$ cat config.mk
export PLATFORM = sky130hd
export DESIGN_NAME = riscv_mc_ctrl_alu
export DESIGN_NICKNAME = d
export VERILOG_FILES = /design/src/rtl/riscv_mc_ctrl_alu.sv
export SDC_FILE = /design/constraint.sdc
export NUM_CORES = 1
export LEC_CHECK = 0
export ABC_AREA = 1
export CAP_MARGIN = 10
export CORE_ASPECT_RATIO = 0.75
export CORE_MARGIN = 5
export CORE_UTILIZATION = 25
export CTS_CLUSTER_SIZE = 40
export DETAILED_ROUTE_END_ITERATION = 16
export PLACE_DENSITY = 0.54
export SETUP_SLACK_MARGIN = 0.5
export SKIP_LAST_GASP = 1
export SLEW_MARGIN = 20
export SYNTH_ARGS = -nofsm -noshare
export SYNTH_HDL_FRONTEND = slang
export SYNTH_SLANG_ARGS = --single-unit
$ cat constraint.sdc
create_clock -name CLK -period 6.95 [get_ports CLK]
set_clock_uncertainty 0.15 [all_clocks]
set_input_delay 1.7375 -clock CLK [delete_from_list [all_inputs] [get_ports CLK]]
set_output_delay 1.7375 -clock CLK [all_outputs]
set_load 0.03 [all_outputs]
$ cat src/rtl/riscv_mc_ctrl_alu.sv
// Multi-cycle RV32I control-and-execute core: main FSM, ALU-operation decoder and 32-bit ALU.
// Control strobes derive from the registered state; ALU and level decode are combinational.
module riscv_mc_ctrl_alu (
  input  logic        CLK,
  input  logic        RST,
  input  logic [31:0] INSTR,
  input  logic [31:0] PC,
  input  logic [31:0] RS1_DATA,
  input  logic [31:0] RS2_DATA,
  input  logic [31:0] IMM,
  output logic [31:0] ALU_RESULT,
  output logic        ZERO,
  output logic [4:0]  ALU_OPERATION,
  output logic [2:0]  STATE,
  output logic        REG_DST,
  output logic        JUMP,
  output logic        BRANCH,
  output logic        MEM_READ,
  output logic        MEM_TO_REG,
  output logic        MEM_WRITE,
  output logic        ALU_SRC1,
  output logic        ALU_SRC2,
  output logic        REG_WRITE,
  output logic        JAL_OR_JALR,
  output logic        PC_WRITE,
  output logic [6:0]  ALU_OP,
  output logic [3:0]  BE,
  output logic [2:0]  CONCAT_CONTROL
);

  localparam logic [6:0] OP_RTYPE = 7'b0110011;
  localparam logic [6:0] OP_IALU  = 7'b0010011;
  localparam logic [6:0] OP_LUI   = 7'b0110111;
  localparam logic [6:0] OP_AUIPC = 7'b0010111;
  localparam logic [6:0] OP_LOAD  = 7'b0000011;
  localparam logic [6:0] OP_STORE = 7'b0100011;
  localparam logic [6:0] OP_BRANCH = 7'b1100011;
  localparam logic [6:0] OP_JAL   = 7'b1101111;
  localparam logic [6:0] OP_JALR  = 7'b1100111;

  localparam logic [4:0] ALU_ADD   = 5'd0;
  localparam logic [4:0] ALU_SUB   = 5'd1;
  localparam logic [4:0] ALU_SLL   = 5'd2;
  localparam logic [4:0] ALU_SLT   = 5'd3;
  localparam logic [4:0] ALU_SLTU  = 5'd4;
  localparam logic [4:0] ALU_XOR   = 5'd5;
  localparam logic [4:0] ALU_SRL   = 5'd6;
  localparam logic [4:0] ALU_SRA   = 5'd7;
  localparam logic [4:0] ALU_OR    = 5'd8;
  localparam logic [4:0] ALU_AND   = 5'd9;
  localparam logic [4:0] ALU_PASSB = 5'd10;
  localparam logic [4:0] ALU_BEQ   = 5'd11;
  localparam logic [4:0] ALU_BNE   = 5'd12;
  localparam logic [4:0] ALU_BLT   = 5'd13;
  localparam logic [4:0] ALU_BGE   = 5'd14;
  localparam logic [4:0] ALU_BLTU  = 5'd15;
  localparam logic [4:0] ALU_BGEU  = 5'd16;

  typedef enum logic [2:0] {
    ST_IF  = 3'd0,
    ST_ID  = 3'd1,
    ST_EX  = 3'd2,
    ST_MEM = 3'd3,
    ST_WB  = 3'd4
  } state_t;

  state_t      r_state;
  state_t      w_next_state;
  logic [6:0]  w_opcode;
  logic [2:0]  w_funct3;
  logic        w_funct7_5;
  logic        w_is_load;
  logic        w_is_store;
  logic        w_is_jump;
  logic        w_wb_path;
  logic [4:0]  w_alu_operation;
  logic [31:0] w_a;
  logic [31:0] w_b;
  logic [31:0] w_diff;
  logic [31:0] w_result;
  logic        w_zero;
  logic        w_reg_write;
  logic        w_mem_write;
  logic        w_pc_write;
  logic        w_mem_to_reg;

  // Register/immediate ALU ops share the funct3 map; only R-type lets funct7[5] pick SUB.
  function automatic logic [4:0] f_arith_op(input logic [2:0] funct3, input logic alt,
                                            input logic allow_sub);
    logic [4:0] op;
    case (funct3)
      3'b000:  op = (alt && allow_sub) ? ALU_SUB : ALU_ADD;
      3'b001:  op = ALU_SLL;
      3'b010:  op = ALU_SLT;
      3'b011:  op = ALU_SLTU;
      3'b100:  op = ALU_XOR;
      3'b101:  op = alt ? ALU_SRA : ALU_SRL;
      3'b110:  op = ALU_OR;
      3'b111:  op = ALU_AND;
      default: op = ALU_ADD;
    endcase
    return op;
  endfunction

  function automatic logic [4:0] f_branch_op(input logic [2:0] funct3);
    logic [4:0] op;
    case (funct3)
      3'b000:  op = ALU_BEQ;
      3'b001:  op = ALU_BNE;
      3'b100:  op = ALU_BLT;
      3'b101:  op = ALU_BGE;
      3'b110:  op = ALU_BLTU;
      3'b111:  op = ALU_BGEU;
      default: op = ALU_BEQ;
    endcase
    return op;
  endfunction

  assign w_opcode   = INSTR[6:0];
  assign w_funct3   = INSTR[14:12];
  assign w_funct7_5 = INSTR[30];
  assign w_is_load  = (w_opcode == OP_LOAD);
  assign w_is_store = (w_opcode == OP_STORE);
  assign w_is_jump  = (w_opcode == OP_JAL) || (w_opcode == OP_JALR);
  assign w_wb_path  = (w_opcode == OP_RTYPE) || (w_opcode == OP_IALU) ||
                      (w_opcode == OP_LUI)   || (w_opcode == OP_AUIPC);

  // State register; reset aborts any instruction in flight.
  always_ff @(posedge CLK) begin
    if (RST) begin
      r_state <= ST_IF;
    end else begin
      r_state <= w_next_state;
    end
  end

  // Next-state and write strobes; PC_WRITE fires in the last state of each path.
  always_comb begin
    w_next_state = ST_IF;
    w_reg_write  = 1'b0;
    w_mem_write  = 1'b0;
    w_pc_write   = 1'b0;
    w_mem_to_reg = 1'b0;
    case (r_state)
      ST_IF: begin
        w_next_state = ST_ID;
      end
      ST_ID: begin
        w_next_state = ST_EX;
      end
      ST_EX: begin
        if (w_wb_path) begin
          w_next_state = ST_WB;
        end else if (w_is_load || w_is_store) begin
          w_next_state = ST_MEM;
        end else begin
          w_next_state = ST_IF;
          w_pc_write   = 1'b1;
          w_reg_write  = w_is_jump;
        end
      end
      ST_MEM: begin
        if (w_is_load) begin
          w_next_state = ST_WB;
        end else begin
          w_next_state = ST_IF;
          w_pc_write   = 1'b1;
          w_mem_write  = w_is_store;
        end
      end
      ST_WB: begin
        w_next_state = ST_IF;
        w_reg_write  = 1'b1;
        w_pc_write   = 1'b1;
        w_mem_to_reg = w_is_load;
      end
      default: begin
        w_next_state = ST_IF;
      end
    endcase
  end

  // Level decode from the instruction word, valid in every state.
  always_comb begin
    JUMP            = w_is_jump;
    JAL_OR_JALR     = (w_opcode == OP_JALR);
    BRANCH          = (w_opcode == OP_BRANCH);
    ALU_SRC1        = (w_opcode == OP_AUIPC) || (w_opcode == OP_JAL);
    ALU_SRC2        = !((w_opcode == OP_RTYPE) || (w_opcode == OP_BRANCH));
    BE              = 4'b1111;
    CONCAT_CONTROL  = 3'd0;
    w_alu_operation = ALU_ADD;
    if (w_is_load || w_is_store) begin
      if (w_funct3[1]) begin
        BE = 4'b1111;
      end else if (w_funct3[0]) begin
        BE = 4'b0011;
      end else begin
        BE = 4'b0001;
      end
    end else begin
      BE = 4'b1111;
    end
    case (w_opcode)
      OP_RTYPE:  w_alu_operation = f_arith_op(w_funct3, w_funct7_5, 1'b1);
      OP_IALU:   w_alu_operation = f_arith_op(w_funct3, w_funct7_5, 1'b0);
      OP_BRANCH: w_alu_operation = f_branch_op(w_funct3);
      OP_LUI:    w_alu_operation = ALU_PASSB;
      default:   w_alu_operation = ALU_ADD;
    endcase
    case (w_opcode)
      OP_STORE:  CONCAT_CONTROL = 3'd1;
      OP_BRANCH: CONCAT_CONTROL = 3'd2;
      OP_LUI:    CONCAT_CONTROL = 3'd3;
      OP_AUIPC:  CONCAT_CONTROL = 3'd3;
      OP_JAL:    CONCAT_CONTROL = 3'd4;
      default:   CONCAT_CONTROL = 3'd0;
    endcase
  end

  assign w_a    = ALU_SRC1 ? PC : RS1_DATA;
  assign w_b    = ALU_SRC2 ? IMM : RS2_DATA;
  assign w_diff = w_a - w_b;

  // ALU datapath; branch codes report A-B and put the compare outcome on ZERO.
  always_comb begin
    w_result = w_a + w_b;
    w_zero   = 1'b0;
    case (w_alu_operation)
      ALU_ADD:   w_result = w_a + w_b;
      ALU_SUB:   w_result = w_diff;
      ALU_SLL:   w_result = w_a << w_b[4:0];
      ALU_SLT:   w_result = {31'd0, ($signed(w_a) < $signed(w_b))};
      ALU_SLTU:  w_result = {31'd0, (w_a < w_b)};
      ALU_XOR:   w_result = w_a ^ w_b;
      ALU_SRL:   w_result = w_a >> w_b[4:0];
      ALU_SRA:   w_result = $unsigned($signed(w_a) >>> w_b[4:0]);
      ALU_OR:    w_result = w_a | w_b;
      ALU_AND:   w_result = w_a & w_b;
      ALU_PASSB: w_result = w_b;
      default:   w_result = w_diff;
    endcase
    case (w_alu_operation)
      ALU_BEQ:  w_zero = (w_a == w_b);
      ALU_BNE:  w_zero = (w_a != w_b);
      ALU_BLT:  w_zero = ($signed(w_a) < $signed(w_b));
      ALU_BGE:  w_zero = ($signed(w_a) >= $signed(w_b));
      ALU_BLTU: w_zero = (w_a < w_b);
      ALU_BGEU: w_zero = (w_a >= w_b);
      default:  w_zero = (w_result == 32'd0);
    endcase
  end

  assign ALU_RESULT    = w_result;
  assign ZERO          = w_zero;
  assign ALU_OPERATION = w_alu_operation;
  assign STATE         = r_state;
  assign ALU_OP        = w_opcode;
  assign MEM_READ      = 1'b1;
  assign REG_DST       = 1'b1;
  assign REG_WRITE     = w_reg_write;
  assign MEM_WRITE     = w_mem_write;
  assign PC_WRITE      = w_pc_write;
  assign MEM_TO_REG    = w_mem_to_reg;

endmodule

==> flow_summary.ini <==
[layout]
final_cells = 3884
final_common_cell = buf_4
area_delta_synth_final_pct = 91.9
finalInstanceArea_sq_mm = 0.0229
largest_reg_flops = 3
nets = 3504
final_cell_mix = buf_4 (706), nand2_1 (605), nand3_1 (344)
fill_cells = 4876
drive_gt1_frac = 0.411

[route]
drt-vias-per-instance = 5.11
wl_per_cell_microns = 20.7
post-route-drc-count = 0
wl_microns = 80400
antenna_left = 0
firstDrtPassIters = 6
drt_iter0_drc = 2503
vias = 19844

[logic_synthesis]
yosys_register_bits = 3
synth_area_leaders = nand2_1 (21%), nand3_1 (16%), ha_1 (10%)
synth_top_area_frac = 0.211
syn_inst = 2376
synth-main-ff-cell = dfxtp_1
synth_edf_count = 0
synth_cell_types = 52
netlist_area_sq_mm = 0.0119
ys_seq_area_frac = 0.00504
synthArstFlopShare = 0
syn_area_per_cell_sq_um = 5.02
synth_warnings = 0
synth_area_leader_cell = nand2_1

[sta]
slew_violations = 0
worst_pin_slew_ns = 0.694
period_needed_ns = 7.69
slew_headroom = 0.536
setup_slack_ns = -0.735
fin_crit_sh = 1.11
setup_viol = 25
max_freq_ghz = 0.130
grt_setup_unrepaired = true
final_hold_viol_count = 0

[worst_setup_path]
critPathLaunchType = input pin
worstSetupPathType = in2out
max_stage_delay_ns = 0.29
cp_common_cell = nand2_2
end_kind = output port
cp.arrival_ns = 5.80
cp_slowest_cell = ha_4
cp.required_ns = 5.06
path_max_fanout = 5

[power_and_ir_drop]
p_leak_nw = 11.5
power_mw = 2.40
power_density_mw_per_mm2 = 105
vdd_ir_drop_max_mv = 0.145

[hold_path]
hold_path.class = reg2reg

[cts]
insertion_delay_ns = 0.23
clock_path_buffers = 2
cts_made_buffers = 3
cts_sinks = 3
cts_max_level = 1
clkTransAtPathRegs_ns = 0.03
cts_tree = done
root_buffer = clkbuf_16

[grt]
grt_max_degree = 61
antenna_found_initial = 1
grt_usage = 0.291
first_global_vias = 18921
grt_pass1_wl_microns = 116000
grt-ovfl-total = 0

[floorplanning]
dieArea_sq_mm = 0.0522
rows = 69
top_level_ports = 228
start_util = 0.252
die_w_microns = 262
die-height_microns = 199
coreArea_sq_mm = 0.0472

[placed_design]
io_buffer_count = 203
hpwl_microns = 64800
gp_congestion = 1.08
placed_area_sq_mm = 0.0199
post-place-cells = 3791

[status]
status = finished with violations
violations = negative setup slack

[run]
drv_cap = 0
cells by family after synthesis:
kind of cell               count (synthesis)  synth area share
and+or+nand+nor                         1438             0.538
AOI/OAI and AO/OA                        376             0.179
DFF                                        3           0.00504
adders and majority gates                 98             0.104
other                                      1          0.000315
buffers and inverters                    452             0.167
xor gates and xnor gates                   8           0.00588
layout make-up:
| class | instances | area, sq um | area share |
|---|---|---|---|
| clock buffers | 4 | 78.8 | 0.00345 |
| diodes | 2 | 5.00 | 0.000219 |
| well taps | 639 | 800 | 0.0350 |
| flip-flops and latches | 3 | 60.1 | 0.00263 |
| repair buffers | 981 | 8680 | 0.379 |
| inverters | 332 | 1290 | 0.0563 |
| multi-input cells | 1923 | 12000 | 0.523 |
worst max-delay path: cells and delay by family:
| kind | cells | cell delay [ns] |
|---|---|---|
| AOI/OAI and AO/OA | 6 | 1.00 |
| adders and majority gates | 1 | 0.29 |
| buffers and inverters | 11 | 1.05 |
| and+or+nand+nor | 17 | 1.69 |
path summary, 6_finish.rpt:
path | from | endpoint | slack, ns | cells past startpoint
worst max-delay path | INSTR[3] | ZERO | -0.74 | 35
worst min-delay path | STATE[2] | STATE[2] | 0.40 | 1
worst max register to register | STATE[1] | STATE[0] | 5.68 | 6
worst min register to register | STATE[2] | STATE[2] | 0.40 | 1
power by group:
| part | internal, mW | total (mW) | switching, mW |
|---|---|---|---|
| clock | 0.0759 | 0.0933 | 0.0175 |
| sequential | 0.0185 | 0.0203 | 0.00180 |
| combinational | 1.05 | 2.28 | 1.23 |
Yosys cell counts (6+ instances only):
master	count
o22ai_1	11
a21oi_1	139
o221ai_1	7
a21o_1	6
nor3_1	35
buf_6	13
or2_2	31
nor2_2	6
nand3_1	378
clkbuf_1	35
nand3b_1	20
ha_1	96
xor2_1	8
nand2_1	669
buf_4	25
inv_1	315
inv_2	17
o21ai_0	114
o21ai_1	29
nand4_1	19
o211ai_1	25
nand2_2	31
nor2_1	216
buf_2	41
o21ai_2	11
nand2_4	13
what timing repair did:
| item | in CTS | in global routing |
|---|---|---|
| gates resized for setup | 444 | 137 |
| endpoints found under the hold margin | 0 | 0 |
| setup endpoints to repair | 33 | 33 |
| pin swaps | 100 | 82 |
| buffers inserted | 60 | 20 |
| hold buffers | 0 | 0 |
| cloned | 5 | 2 |
layer usage:
metal | routed length, microns | GRT usage | part of all wire
met3 | 7610 | 0.0392 | 0.095
met2 | 33800 | 0.444 | 0.42
met5 | 0 | 0 | 0
met1 | 35600 | 0.420 | 0.44
met4 | 3400 | 0.103 | 0.042
stage by stage:
stage               hold WS [ns]   util  setup WS (ns)  setup TNS (ns)
floorplan                  0.512      -         -0.139          -0.139
global placement           0.374  0.422          -1.59          -22.89
detailed placement         0.391  0.422          -1.61          -24.73
CTS                        0.399  0.469         -0.582           -3.96
global route               0.430  0.484         -0.882          -10.82
finish                     0.402  0.484         -0.735           -6.95
Note: power is estimated with default switching activity, not from simulation.
